--- config.mk ---
export PLATFORM = sky130hd
export DESIGN_NAME = resampler_mc
export DESIGN_NICKNAME = d
export VERILOG_FILES = /design/src/rtl/resampler_pkg.sv /design/src/rtl/resampler_chan.sv /design/src/rtl/resampler_mc.sv
export SDC_FILE = /design/constraint.sdc
export NUM_CORES = 1
export LEC_CHECK = 0
export CORE_UTILIZATION = 60
export CTS_CLUSTER_DIAMETER = 200
export DETAILED_ROUTE_END_ITERATION = 6
export PLACE_DENSITY = 0.82
export SYNTH_ARGS = -nofsm -noshare
export SYNTH_HDL_FRONTEND = slang
export SYNTH_SLANG_ARGS = --single-unit
--- constraint.sdc ---
create_clock -name clk_in -period 5.45 [get_ports clk_in]
set_clock_uncertainty 0.2 [all_clocks]
set_input_delay 0.8175 -clock clk_in [delete_from_list [all_inputs] [get_ports clk_in]]
set_output_delay 0.8175 -clock clk_in [all_outputs]
set_load 0.02 [all_outputs]
--- src/rtl/resampler_pkg.sv ---
// Shared types and register map for the multi-channel resampler.
package resampler_pkg;

    typedef enum logic {
        MODE_PEAK   = 1'b0,
        MODE_SAMPLE = 1'b1
    } mode_e;

    localparam logic [7:0] OFF_DIV0   = 8'd0;
    localparam logic [7:0] OFF_DIV1   = 8'd1;
    localparam logic [7:0] OFF_DIV2   = 8'd2;
    localparam logic [7:0] OFF_CTRL   = 8'd3;
    localparam logic [7:0] OFF_FREQ0  = 8'd0;
    localparam logic [7:0] OFF_FREQ1  = 8'd1;
    localparam logic [7:0] OFF_FREQ2  = 8'd2;
    localparam logic [7:0] OFF_FREQ3  = 8'd3;
    localparam logic [7:0] OFF_STATUS = 8'd4;

    localparam logic [23:0] RESET_DIVIDER = 24'd1;

    function automatic logic [7:0] byte_sel(input logic [31:0] word, input logic [1:0] idx);
        return word[idx*8 +: 8];
    endfunction

endpackage

--- src/rtl/resampler_chan.sv ---
// One channel: running min/max over the current frame and the registered frame result.
module resampler_chan #(
    parameter int DATA_W = 8
) (
    input  logic              clk_in,
    input  logic              rst_n,
    input  logic [DATA_W-1:0] sample,
    input  logic              frame_start,
    input  logic              advance,
    input  logic              emit,
    input  logic              sample_mode,
    output logic [DATA_W-1:0] out_max,
    output logic [DATA_W-1:0] out_min
);
    import resampler_pkg::*;

    logic [DATA_W-1:0] acc_max_r;
    logic [DATA_W-1:0] acc_min_r;
    logic [DATA_W-1:0] cur_max_s;
    logic [DATA_W-1:0] cur_min_s;

    // Frame extremes including this cycle's sample; first sample of a frame stands alone.
    always_comb begin
        cur_max_s = sample;
        cur_min_s = sample;
        if (frame_start) begin
            cur_max_s = sample;
            cur_min_s = sample;
        end else begin
            cur_max_s = (sample > acc_max_r) ? sample : acc_max_r;
            cur_min_s = (sample < acc_min_r) ? sample : acc_min_r;
        end
    end

    // Running accumulators, frozen while the resampler is disabled.
    always_ff @(posedge clk_in or negedge rst_n) begin
        if (!rst_n) begin
            acc_max_r <= {DATA_W{1'b0}};
            acc_min_r <= {DATA_W{1'b0}};
        end else if (advance) begin
            acc_max_r <= cur_max_s;
            acc_min_r <= cur_min_s;
        end
    end

    // Frame result capture on the terminal cycle.
    always_ff @(posedge clk_in or negedge rst_n) begin
        if (!rst_n) begin
            out_max <= {DATA_W{1'b0}};
            out_min <= {DATA_W{1'b0}};
        end else if (emit) begin
            out_max <= sample_mode ? sample : cur_max_s;
            out_min <= sample_mode ? sample : cur_min_s;
        end
    end

endmodule

--- src/rtl/resampler_mc.sv ---
// Multi-channel decimating peak/sample resampler with a gated zero-crossing
// frequency counter on channel 0, configured over an 8-bit port bus.
module resampler_mc #(
    parameter int DATA_W     = 8,
    parameter int CHANNELS   = 2,
    parameter int DIV_W      = 24,
    parameter int BASE       = 0,
    parameter int GATE_TICKS = 120000000,
    parameter int HYST       = 2,
    parameter int CNT_W      = 28
) (
    input  logic                         clk_in,
    input  logic                         rst_n,
    input  logic [7:0]                   port_id,
    input  logic [7:0]                   out_port,
    input  logic                         write_strobe,
    output logic [7:0]                   in_port,
    input  logic [CHANNELS*DATA_W-1:0]   data_in,
    output logic [CHANNELS*DATA_W-1:0]   data_out_max,
    output logic [CHANNELS*DATA_W-1:0]   data_out_min,
    output logic                         out_valid,
    output logic [CNT_W-1:0]             freq_count
);
    import resampler_pkg::*;

    localparam logic [7:0]        BASE_ADDR = 8'(BASE);
    localparam int                GATE_W    = (GATE_TICKS > 1) ? $clog2(GATE_TICKS) : 1;
    localparam logic [GATE_W-1:0] GATE_LAST = GATE_W'(GATE_TICKS - 1);
    localparam logic [CNT_W-1:0]  CNT_MAX   = {CNT_W{1'b1}};
    localparam int                XW        = DATA_W + 1;
    localparam logic [XW-1:0]     HYST_X    = XW'(HYST);
    localparam logic [XW-1:0]     FULL_X    = {1'b0, {DATA_W{1'b1}}};
    localparam logic [DATA_W-1:0] MID_RESET = {1'b1, {(DATA_W-1){1'b0}}};

    logic [7:0]        offset_s;
    logic              wr_ctrl_s;
    logic [23:0]       div_stage_r;
    logic [DIV_W-1:0]  divider_r;
    mode_e             mode_r;
    logic              enable_r;
    logic [DIV_W-1:0]  counter_r;
    logic              terminal_s;
    logic              frame_start_s;
    logic              emit_s;
    logic              out_valid_r;

    assign offset_s      = port_id - BASE_ADDR;
    assign wr_ctrl_s     = write_strobe && (offset_s == OFF_CTRL);
    assign terminal_s    = (counter_r == divider_r);
    assign frame_start_s = (counter_r == {DIV_W{1'b0}});
    assign emit_s        = enable_r && terminal_s;
    assign out_valid     = out_valid_r;

    // Divider staging bytes; nothing takes effect until the control write.
    always_ff @(posedge clk_in or negedge rst_n) begin
        if (!rst_n) begin
            div_stage_r <= RESET_DIVIDER;
        end else if (write_strobe) begin
            if (offset_s == OFF_DIV0) div_stage_r[7:0]   <= out_port;
            if (offset_s == OFF_DIV1) div_stage_r[15:8]  <= out_port;
            if (offset_s == OFF_DIV2) div_stage_r[23:16] <= out_port;
        end
    end

    // Control register and divider commit.
    always_ff @(posedge clk_in or negedge rst_n) begin
        if (!rst_n) begin
            divider_r <= DIV_W'(RESET_DIVIDER);
            mode_r    <= MODE_PEAK;
            enable_r  <= 1'b1;
        end else if (wr_ctrl_s) begin
            divider_r <= DIV_W'(div_stage_r);
            mode_r    <= mode_e'(out_port[0]);
            enable_r  <= out_port[1];
        end
    end

    // Frame counter: a commit aborts the running frame but the terminal pulse of this cycle survives.
    always_ff @(posedge clk_in or negedge rst_n) begin
        if (!rst_n) begin
            counter_r   <= {DIV_W{1'b0}};
            out_valid_r <= 1'b0;
        end else begin
            out_valid_r <= emit_s;
            if (wr_ctrl_s || emit_s) begin
                counter_r <= {DIV_W{1'b0}};
            end else if (enable_r) begin
                counter_r <= counter_r + {{(DIV_W-1){1'b0}}, 1'b1};
            end
        end
    end

    for (genvar c = 0; c < CHANNELS; c++) begin : g_chan
        resampler_chan #(
            .DATA_W (DATA_W)
        ) u_chan (
            .clk_in      (clk_in),
            .rst_n       (rst_n),
            .sample      (data_in[c*DATA_W +: DATA_W]),
            .frame_start (frame_start_s),
            .advance     (enable_r),
            .emit        (emit_s),
            .sample_mode (mode_r == MODE_SAMPLE),
            .out_max     (data_out_max[c*DATA_W +: DATA_W]),
            .out_min     (data_out_min[c*DATA_W +: DATA_W])
        );
    end

    logic [DATA_W-1:0] ch0_s;
    logic [GATE_W-1:0] gate_r;
    logic [CNT_W-1:0]  count_r;
    logic [CNT_W-1:0]  count_next_s;
    logic [CNT_W-1:0]  freq_count_r;
    logic [DATA_W-1:0] mid_r;
    logic [DATA_W-1:0] gmax_r;
    logic [DATA_W-1:0] gmin_r;
    logic              armed_r;
    logic [XW-1:0]     mid_x_s;
    logic [XW-1:0]     lo_s;
    logic [XW-1:0]     hi_s;
    logic [XW-1:0]     mid_sum_s;
    logic              cross_s;
    logic              below_s;
    logic              gate_end_s;

    assign ch0_s      = data_in[DATA_W-1:0];
    assign mid_x_s    = {1'b0, mid_r};
    assign lo_s       = (mid_x_s >= HYST_X) ? (mid_x_s - HYST_X) : {XW{1'b0}};
    assign hi_s       = ((mid_x_s + HYST_X) > FULL_X) ? FULL_X : (mid_x_s + HYST_X);
    assign below_s    = ({1'b0, ch0_s} < lo_s);
    assign cross_s    = armed_r && ({1'b0, ch0_s} >= hi_s);
    assign gate_end_s = (gate_r == GATE_LAST);
    assign mid_sum_s  = {1'b0, gmax_r} + {1'b0, gmin_r};
    assign count_next_s = (cross_s && (count_r != CNT_MAX)) ? (count_r + {{(CNT_W-1){1'b0}}, 1'b1}) : count_r;
    assign freq_count = freq_count_r;

    // Hysteresis arm/fire, gate timing and adaptive zero line.
    always_ff @(posedge clk_in or negedge rst_n) begin
        if (!rst_n) begin
            gate_r       <= {GATE_W{1'b0}};
            count_r      <= {CNT_W{1'b0}};
            freq_count_r <= {CNT_W{1'b0}};
            mid_r        <= MID_RESET;
            gmax_r       <= {DATA_W{1'b0}};
            gmin_r       <= {DATA_W{1'b0}};
            armed_r      <= 1'b0;
        end else begin
            if (cross_s) begin
                armed_r <= 1'b0;
            end else if (below_s) begin
                armed_r <= 1'b1;
            end
            if (gate_end_s) begin
                gate_r       <= {GATE_W{1'b0}};
                freq_count_r <= count_next_s;
                count_r      <= {CNT_W{1'b0}};
                mid_r        <= mid_sum_s[DATA_W:1];
                gmax_r       <= ch0_s;
                gmin_r       <= ch0_s;
            end else begin
                gate_r  <= gate_r + {{(GATE_W-1){1'b0}}, 1'b1};
                count_r <= count_next_s;
                gmax_r  <= (ch0_s > gmax_r) ? ch0_s : gmax_r;
                gmin_r  <= (ch0_s < gmin_r) ? ch0_s : gmin_r;
            end
        end
    end

    logic [31:0] freq_word_s;
    assign freq_word_s = 32'(freq_count_r);

    // Read-back mux; unmapped addresses read as zero.
    always_comb begin
        in_port = 8'h00;
        case (offset_s)
            OFF_FREQ0, OFF_FREQ1, OFF_FREQ2, OFF_FREQ3: in_port = byte_sel(freq_word_s, offset_s[1:0]);
            OFF_STATUS: in_port = {6'b000000, enable_r, (mode_r == MODE_SAMPLE)};
            default:    in_port = 8'h00;
        endcase
    end

endmodule

==> reports/metrics.csv <==
stage,metric,value,unit
status,status,completed,
placed_design,post-place instance area,0.0146,sq mm
critical_path,Worst Setup EP,in_port[4],
floorplanning,row cnt,53,
power,peak supply drop,0.279,mV
routing,drt first pass iters,5,
routing,drt initial violations,623,
critical_path,reg2reg end,freq_count[27]$_DFFE_PN0N_,
critical_path,Reg2Reg Setup Slack,1.45,ns
clock_network,TritonCTS buffer count,26,
sta,count of final setup violators,0,
critical_path,Critical R2R Launch,mid_r[1]$_DFFE_PN0N_,
global_route,vias in the first global route,10100,
sta,Min Hold Slack,0.186,ns
finish,layout cells sized above 1,13.2,%
critical_path,Critical Path Max Stage Delay,0.96,ns
logic_synthesis,distinct cell type count after synthesis,67,
critical_path,Worst Setup SP,port_id[1],
logic_synthesis,Post-Syn Nets,1377,
clock_network,CTS root buffer,clkbuf_16,
clock_network,hold_buf cts,0,
clock_network,clk_lat worst skew,0.53,ns
finish,Nets,1479,
placed_design,Routability Congestion,0.902,
logic_synthesis,Synth Flop Type,dfrtp_1,
sta,Period minus WS final,4.06,ns
critical_path,"Max FO, Critical Path",13,
logic_synthesis,most area-consuming cells after synthesis,"dfrtp_1, mux2_2, ha_1, xor2_1, nor2_1",
sta,f_max,0.246,GHz
sta,Max Slew Vio Count,0,
routing,routed length per instance,18.3,microns
logic_synthesis,Yosys reg bits,247,
routing,Residual DRC,0,
critical_path,Critical Path End Type,primary output,
placed_design,IO buf count,103,
logic_synthesis,synthesized area,0.0132,sq mm
logic_synthesis,"area leader, netlist",dfrtp_1,
power,LEAKAGE,7.01,nW
finish,fin area,0.0155,sq mm
sta,Rel. slew slack,20.4,%
finish,Area Growth Syn to Fin,17.2,%
floorplanning,die area,0.0227,sq mm
clock_network,Clock Tree Buf Depth,3,
critical_path,slowest cell on the critical path,clkdlybuf4s50_1,
routing,vias per inst,5.97,
sta,RSZ-0062 raised after global routing,no,
logic_synthesis,ys async rst share,100,%
routing,total number of vias,9932,
clock_network,clock slew at reported path FFs,0.06,ns
global_route,first-pass GRT wire length,50100,microns
job,max cap viols,0,
sta,Final Hold Vio Count,0,
floorplanning,Core Area,0.0214,sq mm
power,Power Density,383,mW/mm^2
critical_path,crit-path cells,clkdlybuf4s50_1 > mux2i_1 > nor2_1 > a21oi_1 > nor2_1 > clkdlybuf4s50_1,
sta,period utilization,74.6,%
floorplanning,Initial Utilization,62.0,%
logic_synthesis,Post-synth EDFFs,0,
routing,Detail Route Antenna Nets,0,
critical_path,kind of critical path,primary input to primary output,
critical_path,WP data required,4.43,ns
logic_synthesis,Avg Inst Size Synth,10.4,sq um
clock_network,Clock Sinks,247,
clock_network,post-cts repair resize count,0,
critical_path,startpoint class of the critical path,primary input,
logic_synthesis,Cells after Synth,1267,
logic_synthesis,Ys Warns,0,
global_route,initial antenna violation count,0,
global_route,largest net degree at the start of global routing,124,
clock_network,CTS tree,built,
floorplanning,chip height,151,microns
routing,final WL,30500,microns
sta,Least-Margin Pin Slew,1.19,ns
finish,most frequent cells in the layout,"dfrtp_1, nor2_1, clkdlybuf4s50_1",
global_route,Tot GR Track Use,27.7,%
logic_synthesis,Yosys top cell area share,45.9,%
floorplanning,Ports,104,
critical_path,r2r worst-path depth,15,
worst_hold_path,min-delay worst type,primary input to asynchronous set/reset pin,
power,Tot Pwr,5.95,mW
finish,Ant. Diodes,0,
clock_network,Setup Buffers After CTS,0,
placed_design,HPWL Detailed,20900,microns
clock_network,Max H-tree Level,1,
logic_synthesis,sequential-to-total area share from yosys stat,46.7,%
critical_path,Worst EP arrival,3.05,ns
sta,Setup TNS,0,ns
floorplanning,Die W,151,microns
global_route,GR Overflow Total,0,
finish,"commonest non-fill, non-tap cell in the layout",dfrtp_1,
==> cells by family (layout without fill, tap and decap cells) <==
family / after synthesis / after routing / synth area share (%)
AO/OA/AOI/OAI: 160 / 160 / 7.56
multiplexers: 140 / 140 / 11.9
buffers and inverters: 99 / 221 / 2.95
XOR/XNOR: 105 / 105 / 6.95
adder cells (fa/ha/maj): 75 / 75 / 7.14
flip-flops: 247 / 247 / 46.7
AND/OR/NAND/NOR: 441 / 441 / 16.8
==> critical path, delay by kind of cell <==
| kind | cells | cell delay (ns) |
|---|---|---|
| buffers and inverters | 2 | 1.49 |
| muxes | 1 | 0.44 |
| and+or+nand+nor | 2 | 0.15 |
| AOI/OAI and AO/OA | 1 | 0.14 |
==> through the flow <==
stage	worst slack (ns)	instances	util, %
after floorplan	1.93	1267	-
after global placement	1.46	1616	68.2
after detailed placement	1.48	1616	68.2
after CTS	1.45	1664	72.6
after global routing	1.14	1664	72.6
final	1.39	1664	72.6
==> per-layer routing <==
layer	global-route usage, %	part of all wire [%]
met1	35.5	43
met2	48.4	50
met3	3.21	4.0
met4	9.49	3.1
met5	0	0
==> worst min-delay path by stage <==
stage	startpoint	end	slack [ns]	depth (start not counted)
2_1_floorplan	gate_r[13]$_DFF_PN0_	gate_r[13]$_DFF_PN0_	0.25	1
3_3_place_gp	gate_r[0]$_DFF_PN0_	gate_r[0]$_DFF_PN0_	0.27	1
3_5_place_dp	gate_r[15]$_DFF_PN0_	gate_r[15]$_DFF_PN0_	0.28	1
4_1_cts	rst_n	g_chan[1].u_chan.out_min[7]$_DFFE_PN0P_	0.25	1
5_1_grt	rst_n	g_chan[1].u_chan.out_min[0]$_DFFE_PN0P_	0.27	1
6_report	rst_n	g_chan[1].u_chan.out_min[7]$_DFFE_PN0P_	0.19	1
==> registers in the layout, summed over array words and instances (netlist names) <==
name,flops
armed_r,1
count_r,28
counter_r,24
div_stage_r,24
divider_r,24
enable_r,1
freq_count,28
g_chan.u_chan.acc_max_r,16
g_chan.u_chan.acc_min_r,16
g_chan.u_chan.out_max,16
g_chan.u_chan.out_min,16
gate_r,27
gmax_r,8
gmin_r,8
mid_r,8
mode_r,1
out_valid,1
==> area by class of cell <==
class | count | area [sq um]
clock buffers | 37 | 753
clock inverters | 11 | 205
fillers | 1507 | 5840
inverters | 55 | 206
multi-input cells | 921 | 6670
flip-flops and latches | 247 | 6190
well taps | 275 | 344
repair buffers | 118 | 1150
==> cells in the mapped netlist (4+ instances only) <==
master	count
mux4_2	4
nor2b_1	9
and2_1	8
nor4b_1	4
a21oi_1	50
nand2_1	87
nand4_1	37
buf_2	12
mux2_1	8
ha_1	74
dfrtp_1	243
nor2_1	143
mux2i_1	41
o21ai_0	50
inv_1	55
and3_1	25
and4_1	13
nand2b_1	9
a21o_1	12
or2_2	4
a211oi_1	5
or4_1	4
clkbuf_1	29
nor3_1	22
o21ai_1	4
nor3b_1	5
nand3_1	39
a31oi_1	5
dfstp_2	4
a21oi_2	9
nor4_1	14
mux2_2	87
nor3_2	4
xor2_1	67
xnor2_1	38
==> power by group <==
| group | switching (mW) | internal [mW] | leakage (nW) |
|---|---|---|---|
| Combinational | 0.811 | 0.751 | 3.60 |
| Sequential | 0.321 | 2.10 | 2.93 |
| Clock | 0.725 | 1.24 | 0.473 |
| Total | 1.86 | 4.09 | 7.01 |
No activity file was read; power rests on OpenSTA's default activity.
